==> src/rtl/regbank_dump_ctrl_pkg.sv <==
// ---------------------------------------------------------------------------
// regbank_dump_ctrl_pkg
// Shared definitions for the debug-side blocks:
//   - default register-bank geometry (NUM_REGS, ADDR_W, DATA_W)
//   - UART byte-stream constants used by every block that feeds the debug UART
//   - dump sequencer state encodings (3-bit)
// ---------------------------------------------------------------------------
package regbank_dump_ctrl_pkg;

  // Register bank geometry
  localparam int NUM_REGS = 32;
  localparam int ADDR_W   = 5;
  localparam int DATA_W   = 32;

  // UART byte stream.
  // Handshake: the producer raises tx_valid with tx_data and holds both stable
  // until the rising clk edge where tx_valid && tx_ready; that edge transfers
  // exactly one byte. The producer must not withdraw or change a pending byte.
  localparam int UART_BYTE_W    = 8;
  localparam int BYTES_PER_WORD = DATA_W / UART_BYTE_W;

  // Dump sequencer states
  typedef logic [2:0] state_t;
  localparam state_t ST_IDLE       = 3'd0;
  localparam state_t ST_STALL_WAIT = 3'd1;
  localparam state_t ST_ADDR       = 3'd2;
  localparam state_t ST_CAPTURE    = 3'd3;
  localparam state_t ST_SEND       = 3'd4;
  localparam state_t ST_NEXT       = 3'd5;
  localparam state_t ST_DONE       = 3'd6;

endpackage

==> src/rtl/regbank_dump_ctrl_word_serializer.sv <==
// ---------------------------------------------------------------------------
// regbank_dump_ctrl_word_serializer
// Holds one DATA_W word and emits it as bytes, most significant byte first,
// on a valid/ready byte stream.
//   clk_i, rst_ni  clock, async active-low reset
//   load_i         capture data_i and restart at the first (MSB) byte
//   data_i         parallel word to serialise
//   send_i         present the current byte (drives tx_valid_o)
//   tx_ready_i     downstream accepts the byte at the clk edge
//   tx_data_o      current byte (0 when not sending)
//   tx_valid_o     byte valid
//   last_byte_o    current byte is the least significant one
//   accept_o       byte transfers at the next clk edge (valid && ready)
// ---------------------------------------------------------------------------
module regbank_dump_ctrl_word_serializer
  import regbank_dump_ctrl_pkg::UART_BYTE_W;
#(
  parameter int DATA_W = 32
) (
  input  logic                   clk_i,
  input  logic                   rst_ni,
  input  logic                   load_i,
  input  logic [DATA_W-1:0]      data_i,
  input  logic                   send_i,
  input  logic                   tx_ready_i,
  output logic [UART_BYTE_W-1:0] tx_data_o,
  output logic                   tx_valid_o,
  output logic                   last_byte_o,
  output logic                   accept_o
);

  localparam int NB    = DATA_W / UART_BYTE_W;
  localparam int IDX_W = (NB > 1) ? $clog2(NB) : 1;

  logic [DATA_W-1:0] word_q, word_d;
  logic [IDX_W-1:0]  idx_q, idx_d;
  logic [DATA_W-1:0] shifted;

  // Shift the selected byte to the top so the MSB-first order is a fixed slice.
  assign shifted     = word_q << {idx_q, 3'b000};
  assign tx_valid_o  = send_i;
  assign tx_data_o   = send_i ? shifted[DATA_W-1 -: UART_BYTE_W] : '0;
  assign last_byte_o = (idx_q == IDX_W'(NB - 1));
  assign accept_o    = send_i & tx_ready_i;

  always_comb begin
    word_d = word_q;
    idx_d  = idx_q;
    if (load_i) begin
      word_d = data_i;
      idx_d  = '0;
    end else if (accept_o && !last_byte_o) begin
      idx_d = idx_q + 1'b1;
    end
  end

  always_ff @(posedge clk_i or negedge rst_ni) begin
    if (!rst_ni) begin
      word_q <= '0;
      idx_q  <= '0;
    end else begin
      word_q <= word_d;
      idx_q  <= idx_d;
    end
  end

endmodule

==> src/rtl/regbank_dump_ctrl.sv <==
// ---------------------------------------------------------------------------
// regbank_dump_ctrl
// Debug sequencer that freezes the pipeline, borrows register-bank read
// port 1 and streams every register (address 0..NUM_REGS-1) to the debug
// UART as DATA_W/8 bytes each, MSB first.
//   clk_i              system clock, rising edge
//   rst_ni             async active-low reset
//   start_i            one-cycle dump request, honoured only when idle
//   pipe_dir_read1_i   pipeline's read-port-1 address
//   dir_read1_o        address actually sent to register bank port 1
//   bus1_i             register bank port-1 read data
//   stall_req_o        pipeline freeze request
//   stall_ack_i        pipeline is frozen (level)
//   tx_data_o          byte to UART transmitter
//   tx_valid_o         tx_data_o valid
//   tx_ready_i         transmitter takes the byte when valid && ready at clk
//   busy_o             sequencer not idle
//   done_o             one-cycle pulse when the whole bank has been sent
//   state_o            current sequencer state (debug visibility)
// ---------------------------------------------------------------------------
module regbank_dump_ctrl #(
  parameter int NUM_REGS = regbank_dump_ctrl_pkg::NUM_REGS,
  parameter int ADDR_W   = regbank_dump_ctrl_pkg::ADDR_W,
  parameter int DATA_W   = regbank_dump_ctrl_pkg::DATA_W
) (
  input  logic              clk_i,
  input  logic              rst_ni,
  input  logic              start_i,
  input  logic [ADDR_W-1:0] pipe_dir_read1_i,
  output logic [ADDR_W-1:0] dir_read1_o,
  input  logic [DATA_W-1:0] bus1_i,
  output logic              stall_req_o,
  input  logic              stall_ack_i,
  output logic [7:0]        tx_data_o,
  output logic              tx_valid_o,
  input  logic              tx_ready_i,
  output logic              busy_o,
  output logic              done_o,
  output logic [2:0]        state_o
);

  import regbank_dump_ctrl_pkg::*;

  state_t            state_q, state_d;
  logic [ADDR_W-1:0] addr_q, addr_d;

  logic ser_load;
  logic ser_send;
  logic ser_last;
  logic ser_accept;

  // -------------------------------------------------------------------------
  // State register
  // -------------------------------------------------------------------------
  always_ff @(posedge clk_i or negedge rst_ni) begin
    if (!rst_ni) begin
      state_q <= ST_IDLE;
      addr_q  <= '0;
    end else begin
      state_q <= state_d;
      addr_q  <= addr_d;
    end
  end

  // -------------------------------------------------------------------------
  // Next-state logic
  // -------------------------------------------------------------------------
  always_comb begin
    state_d = state_q;
    addr_d  = addr_q;
    unique case (state_q)
      ST_IDLE: begin
        if (start_i) begin
          state_d = ST_STALL_WAIT;
          addr_d  = '0;
        end
      end
      ST_STALL_WAIT: begin
        if (stall_ack_i) state_d = ST_ADDR;
      end
      // One full cycle with the address applied so the bank read settles.
      ST_ADDR:    state_d = ST_CAPTURE;
      ST_CAPTURE: state_d = ST_SEND;
      ST_SEND: begin
        if (ser_accept && ser_last) state_d = ST_NEXT;
      end
      ST_NEXT: begin
        if (addr_q == ADDR_W'(NUM_REGS - 1)) begin
          state_d = ST_DONE;
        end else begin
          addr_d  = addr_q + 1'b1;
          state_d = ST_ADDR;
        end
      end
      ST_DONE: state_d = ST_IDLE;
      default: state_d = ST_IDLE;
    endcase
  end

  // -------------------------------------------------------------------------
  // Output logic (all outputs decode from state, so reset clears them at once)
  // -------------------------------------------------------------------------
  always_comb begin
    stall_req_o = (state_q != ST_IDLE);
    busy_o      = (state_q != ST_IDLE);
    done_o      = (state_q == ST_DONE);
    ser_load    = (state_q == ST_CAPTURE);
    ser_send    = (state_q == ST_SEND);
    // The pipeline owns port 1 until it has confirmed the freeze.
    if (state_q == ST_IDLE || state_q == ST_STALL_WAIT) begin
      dir_read1_o = pipe_dir_read1_i;
    end else begin
      dir_read1_o = addr_q;
    end
  end

  assign state_o = state_q;

  regbank_dump_ctrl_word_serializer #(
    .DATA_W (DATA_W)
  ) u_ser (
    .clk_i       (clk_i),
    .rst_ni      (rst_ni),
    .load_i      (ser_load),
    .data_i      (bus1_i),
    .send_i      (ser_send),
    .tx_ready_i  (tx_ready_i),
    .tx_data_o   (tx_data_o),
    .tx_valid_o  (tx_valid_o),
    .last_byte_o (ser_last),
    .accept_o    (ser_accept)
  );

endmodule

==> config.mk <==
export PLATFORM = sky130hd
export DESIGN_NAME = regbank_dump_ctrl
export DESIGN_NICKNAME = d
export VERILOG_FILES = /design/src/rtl/regbank_dump_ctrl_pkg.sv /design/src/rtl/regbank_dump_ctrl_word_serializer.sv /design/src/rtl/regbank_dump_ctrl.sv
export SDC_FILE = /design/constraint.sdc
export NUM_CORES = 1
export LEC_CHECK = 0
export CORE_ASPECT_RATIO = 0.8
export CORE_MARGIN = 2
export CORE_UTILIZATION = 47
export CTS_CLUSTER_DIAMETER = 120
export DETAILED_ROUTE_END_ITERATION = 12
export PLACE_DENSITY_LB_ADDON = 0.25
export SYNTH_ARGS = -nofsm -noshare
export SYNTH_HDL_FRONTEND = slang
export SYNTH_SLANG_ARGS = --single-unit
==> constraint.sdc <==
create_clock -name clk_i -period 2.5 [get_ports clk_i]
set_input_delay 0.375 -clock clk_i [delete_from_list [all_inputs] [get_ports clk_i]]
set_output_delay 0.375 -clock clk_i [all_outputs]
set_load 0.01 [all_outputs]
==> results of run 1 <==
-- cells by family (layout without fill, tap and decap cells) --
kind of cell / Yosys count / after routing / synth area share (%)
muxes: 45 / 45 / 28.38
DFF: 42 / 42 / 49.97
and+or+nand+nor: 36 / 36 / 11.60
AOI/OAI and AO/OA: 15 / 15 / 4.283
buffers and inverters: 14 / 77 / 3.986
adders and majority gates: 3 / 3 / 1.785
-- cells in the mapped netlist (3+ instances only) --
cell / count
dfrtp_1: 42
mux2_2: 36
and2_1: 8
mux4_2: 8
o21ai_0: 6
nand2_1: 5
buf_2: 4
nand3_1: 4
a21oi_1: 3
buf_4: 3
ha_1: 3
nand4b_1: 3
nor2_1: 3
-- final cells by class --
class                           count  area (µm²)  area share, %
Clock buffer                        7       76.32          2.691
Inverter                            3       13.76         0.4852
Multi-Input combinational cell     99       970.9          34.23
Sequential cell                    42        1054          37.14
Tap cell                           57       71.32          2.514
Timing Repair Buffer               67       650.6          22.94
-- sequential cells by signal (all words and copies together) (netlist names) --
name	flops
state_o	3
u_ser.idx_q	2
addr_q	5
u_ser.word_q	32
-- critical path, cell delays in order (launching register included) --
cell             delay (ps)
dfrtp_1                 470
or3b_4                  470
inv_4                   130
and2_1                  150
clkdlybuf4s50_1         530
-- worst paths after layout --
kind	startpoint	to	slack (ps)
worst max-delay path	state_o[1]	tx_data_o[2]	80
worst min-delay path	rst_ni	u_ser.word_q[9]	210
worst max register to register	addr_q[0]	addr_q[2]	470
worst min register to register	u_ser.word_q[28]	u_ser.word_q[28]	490
max in group asynchronous	rst_ni	state_o[0]	1670
min in group clk_i	u_ser.word_q[28]	u_ser.word_q[28]	490
-- through the flow --
| step | power, mW | hold slack, ps | cells |
|---|---|---|---|
| after floorplan | 2.134 | 79.41 | 155 |
| after global placement | 2.528 | 470.2 | 268 |
| after detailed placement | 2.622 | 480.5 | 268 |
| after CTS | 3.039 | 234.3 | 275 |
| after global routing | 3.220 | 287.3 | 275 |
| final | 3.019 | 208.9 | 275 |
-- layer usage --
metal | GRT usage, % | share of wire [%] | wire length [µm] | up-vias
met1 | 24.13 | 43 | 1919 | 736
met3 | 4.802 | 3.8 | 168 | 8
met2 | 33.97 | 52 | 2301 | 32
met5 | 0 | 0 | 0 | -
li1 | - | - | - | 688
met4 | 7.237 | 1.5 | 67 | 0
-- power breakdown --
| group | leakage, nW | internal (mW) | switching, mW |
|---|---|---|---|
| clock | 0.0383 | 0.192 | 0.220 |
| combinational | 0.612 | 0.873 | 0.514 |
| sequential | 0.505 | 0.997 | 0.224 |
| total | 1.16 | 2.06 | 0.957 |
-- what timing repair did --
action                                  4_1_cts  5_1_grt
hold endpoints to repair                      0        0
endpoints found under the setup margin        1       13
pin swaps                                     0        0
resized for setup                             1        3
hold buffers                                  0        0
==> metrics.yaml, run 1 <==
place_area_um2: 2753
drt_iter0_markers: 141
rows: 21
place_ws_ps: 338.4
num-nets-final: 263
startpoint_type: "flop"
cts_tree: "built"
synth-seq-area-share_pct: 49.97
cts.path.max_buffers: 2
synth_area_per_cell_um2: 13.57
clock_latency_ps: 300
max_slew.worst_pin.slew_ps: 906.0
drive_gt1_share_pct: 30.73
gp_congestion: 0.9007
start_util_pct: 49.72
timing.final.crit_share_pct: 96.97
hold_violations: 0
worst_slack_ps: 75.78
period_minus_slack_ps: 2424
synth_edf_count: 0
gr-total-overflow: 0
netlist_area_um2: 2103
max_freq_ghz: 0.4125
antenna_cells: 0
post_drt_via_cell_ratio: 5.324
io_buffers: 61
ys_ff_latch: 42
dp_hpwl_mm: 3.240
cts_setup_buffers: 0
ioPinCount: 62
hp-class: "in2async"
h-tree-depth: 2
area_growth_pct: 34.86
rr_worst_depth: 6
ys_warn_count: 0
synth_area_leaders: "dfrtp_1 (50%), mux2_2 (19%), mux4_2 (8.6%)"
final_core_util_pct: 67.05
ant_nets: 0
synthArstFlopShare_pct: 100.0
synth_nets: 200
grt_pass1_wl_mm: 7.493
cts.clk_slew.worst_paths_ps: 80
rsz0062_at_grt: "no"
root_buffer: "clkbuf_8"
post-route-drc-count: 0
fill_cells: 306
arrival_ps: 2050
die_h_um: 63.84
syn_inst: 155
layout_common_cells: "clkdlybuf4s50_1 (60), dfrtp_1 (40), mux2_2 (36), mux4_2 (8), and2_1 (8)"
synth_flop_cell: "dfrtp_1"
first_global_vias: 1548
timing.slew.headroom_pct: 39.60
cap_violations: 0
final_common_cell: "clkdlybuf4s50_1"
grt_antenna_before_repair: 0
drt-total-wl_mm: 4.456
cp_max_fo: 10
p_per_area_nw_per_um2: 1064
core_um2: 4230
dr.pass1.iters: 4
drv_slew: 0
synth_top_cell_by_area: "dfrtp_1"
die_w_um: 78.79
cts_buffers: 5
skew_ps: 5.401
track_usage_pct: 19.72
worstSetupPathType: "reg2out"
netlist.area_leader.share_pct: 49.97
p_leak_nw: 1.155
required_ps: 2120
die_area_um2: 5030
synth.distinct_cells: 33
status: "finished, final reports clean"
cp-end-kind: "output pin"
clkSinkCount: 42
wire_per_inst_um: 16.20
route.vias.total: 1464
setup_violations: 0
tns_ps: 0
grt_max_degree: 43
max-vdd-ir-drop_mv: 0.5662
final_cell_area_um2: 2836
No activity file was read; power rests on OpenSTA's default activity.
==> inputs of run 2 (changes only) <==
ABC_CLOCK_PERIOD_IN_PS = 2500   (was default)
CAP_MARGIN = 10   (was default)
CORE_UTILIZATION = 35   (was 47)
==> run 2 against run 1 <==
Hold slack lost 71 ps. Utilization down 17 points. Worst setup slack gained 16 ps. Final cell count grew 9.5%. Non-clock buffer count grew 1. Sequential share of layout area decreased by 1.3 points. Global-route usage down 6.1 points. Critical endpoint is now tx_data_o[0]. Largest cell class unchanged. Highest routed layer unchanged.
==> metrics.yaml, run 2 (synthesized netlist as in run 1, its figures left out) <==
max_slew.worst_pin.slew_ps: 537.1
highest_layer: "met4"
hp-class: "in2async"
r2r_slack_ps: 370
dp_hpwl_mm: 3.166
max-vdd-ir-drop_mv: 0.4492
regToRegEndpoint: "addr_q[3]"
wl_met3_um: 202
clkSinkCount: 42
start_util_pct: 35.96
gr-total-overflow: 0
track_usage_pct: 13.58
cts_setup_buffers: 0
timing.final.crit_share_pct: 96.32
grt_pass1_wl_mm: 7.017
largest_register_ffs: 32
core_um2: 5849
die_w_um: 90.67
num-nets-final: 264
cts_tree: "built"
cts.clk_slew.worst_paths_ps: 90
drv_slew: 0
gp_congestion: 0.7220
cts_buffers: 5
postCtsHoldBufs: 0
worstSetupPathType: "reg2out"
root_buffer: "clkbuf_8"
required_ps: 2120
hold_violations: 0
route.vias.total: 1456
setup_violations: 0
first_global_vias: 1373
die_h_um: 73.34
grt_max_degree: 43
arrival_ps: 2030
rsz0062_at_grt: "no"
rows: 25
ioPinCount: 62
cap_violations: 0
period_minus_slack_ps: 2408
die_area_um2: 6649
place_area_um2: 2790
drive_gt1_share_pct: 31.82
antenna_cells: 0
tns_ps: 0
drt-total-wl_mm: 4.304
cp-end-kind: "output pin"
final_cell_area_um2: 2939
post-route-drc-count: 0
wire_per_inst_um: 14.30
wl_met1_mm: 2.083
io_buffers: 61
dr.pass1.iters: 4
cp_max_fo: 14
p_leak_nw: 1.227
drt_iter0_markers: 74
largest_register: "u_ser.word_q"
rr_worst_depth: 6
endpoint: "tx_data_o[0]"
clock_latency_ps: 290
p_per_area_nw_per_um2: 1094
timing.slew.headroom_pct: 64.20
status: "finished, final reports clean"
grt_antenna_before_repair: 0
post_drt_via_cell_ratio: 4.837
final_common_cell: "clkdlybuf4s50_1"
skew_ps: 9.687
cp-startpoint: "state_o[1]"
ant_nets: 0
startpoint_type: "flop"
h-tree-depth: 2
area_growth_pct: 39.74
layout_common_cells: "clkdlybuf4s50_1 (58), dfrtp_1 (41), mux2_2 (36), mux4_2 (8), and2_1 (8)"
timing.rr.start: "addr_q[0]"
max_freq_ghz: 0.4153
route.met2.wl_mm: 1.983
cts.path.max_buffers: 2
==> run 2: worst min-delay path by stage <==
| stage | startpoint | endpoint | slack [ps] | depth (start not counted) |
|---|---|---|---|---|
| after floorplan | rst_ni | addr_q[0] | 80 | 0 |
| after global placement | rst_ni | u_ser.word_q[12] | 480 | 2 |
| after detailed placement | rst_ni | u_ser.word_q[5] | 480 | 2 |
| after CTS | rst_ni | u_ser.word_q[28] | 160 | 2 |
| after global routing | rst_ni | u_ser.word_q[28] | 190 | 2 |
| final | rst_ni | u_ser.word_q[28] | 140 | 2 |
==> run 2: per-layer routing <==
layer	track usage (%)	vias to the layer above
met1	19.51	723
met5	0	-
met4	3.590	0
met3	3.487	5
li1	-	697
met2	20.73	31
==> run 2: metrics by stage <==
step | setup WS (ps) | power (mW) | utilization [%] | hold slack, ps | std cells
2_1_floorplan | 583.3 | 2.134 | - | 79.41 | 155
3_3_place_gp | 328.5 | 2.571 | 47.70 | 479.4 | 293
3_5_place_dp | 295.5 | 2.603 | 47.70 | 480.6 | 293
4_1_cts | 43.88 | 3.256 | 50.12 | 157.0 | 301
5_1_grt | 0.6803 | 3.418 | 50.25 | 191.2 | 301
6_report | 91.91 | 3.216 | 50.25 | 137.9 | 301
==> run 2: final cells by class <==
| class | instances | area, µm² |
|---|---|---|
| tap | 81 | 101.3 |
| timing repair buffer | 68 | 663.1 |
| multi-input combinational | 99 | 970.9 |
| clock buffer | 5 | 68.82 |
| clock inverter | 3 | 68.82 |
| fill | 522 | 2910 |
| inverter | 3 | 13.76 |
| sequential | 42 | 1052 |
==> run 2: where the power goes <==
group          internal, mW  total, mW  switching, mW
logic                 0.872       1.39          0.514
registers             0.994       1.20          0.201
clock network         0.400      0.633          0.233
==> run 2: timing repair <==
| item | 4_1_cts | 5_1_grt |
|---|---|---|
| gates resized for setup | 2 | 3 |
| setup endpoints to repair | 8 | 5 |
| pin swaps | 0 | 0 |
==> run 2: critical path, cell delays in order (launching register included) <==
cell and delay (ps):
dfrtp_2 490, or3b_4 450, inv_4 120, and2_1 140
clkdlybuf4s50_1 540
==> inputs of run 3 (changes only) <==
HOLD_SLACK_MARGIN = 0.12   (was default)
SLEW_MARGIN = 15   (was default)
==> results of run 3 <==
Final layout, timing and power as in run 2 (identical DEF).
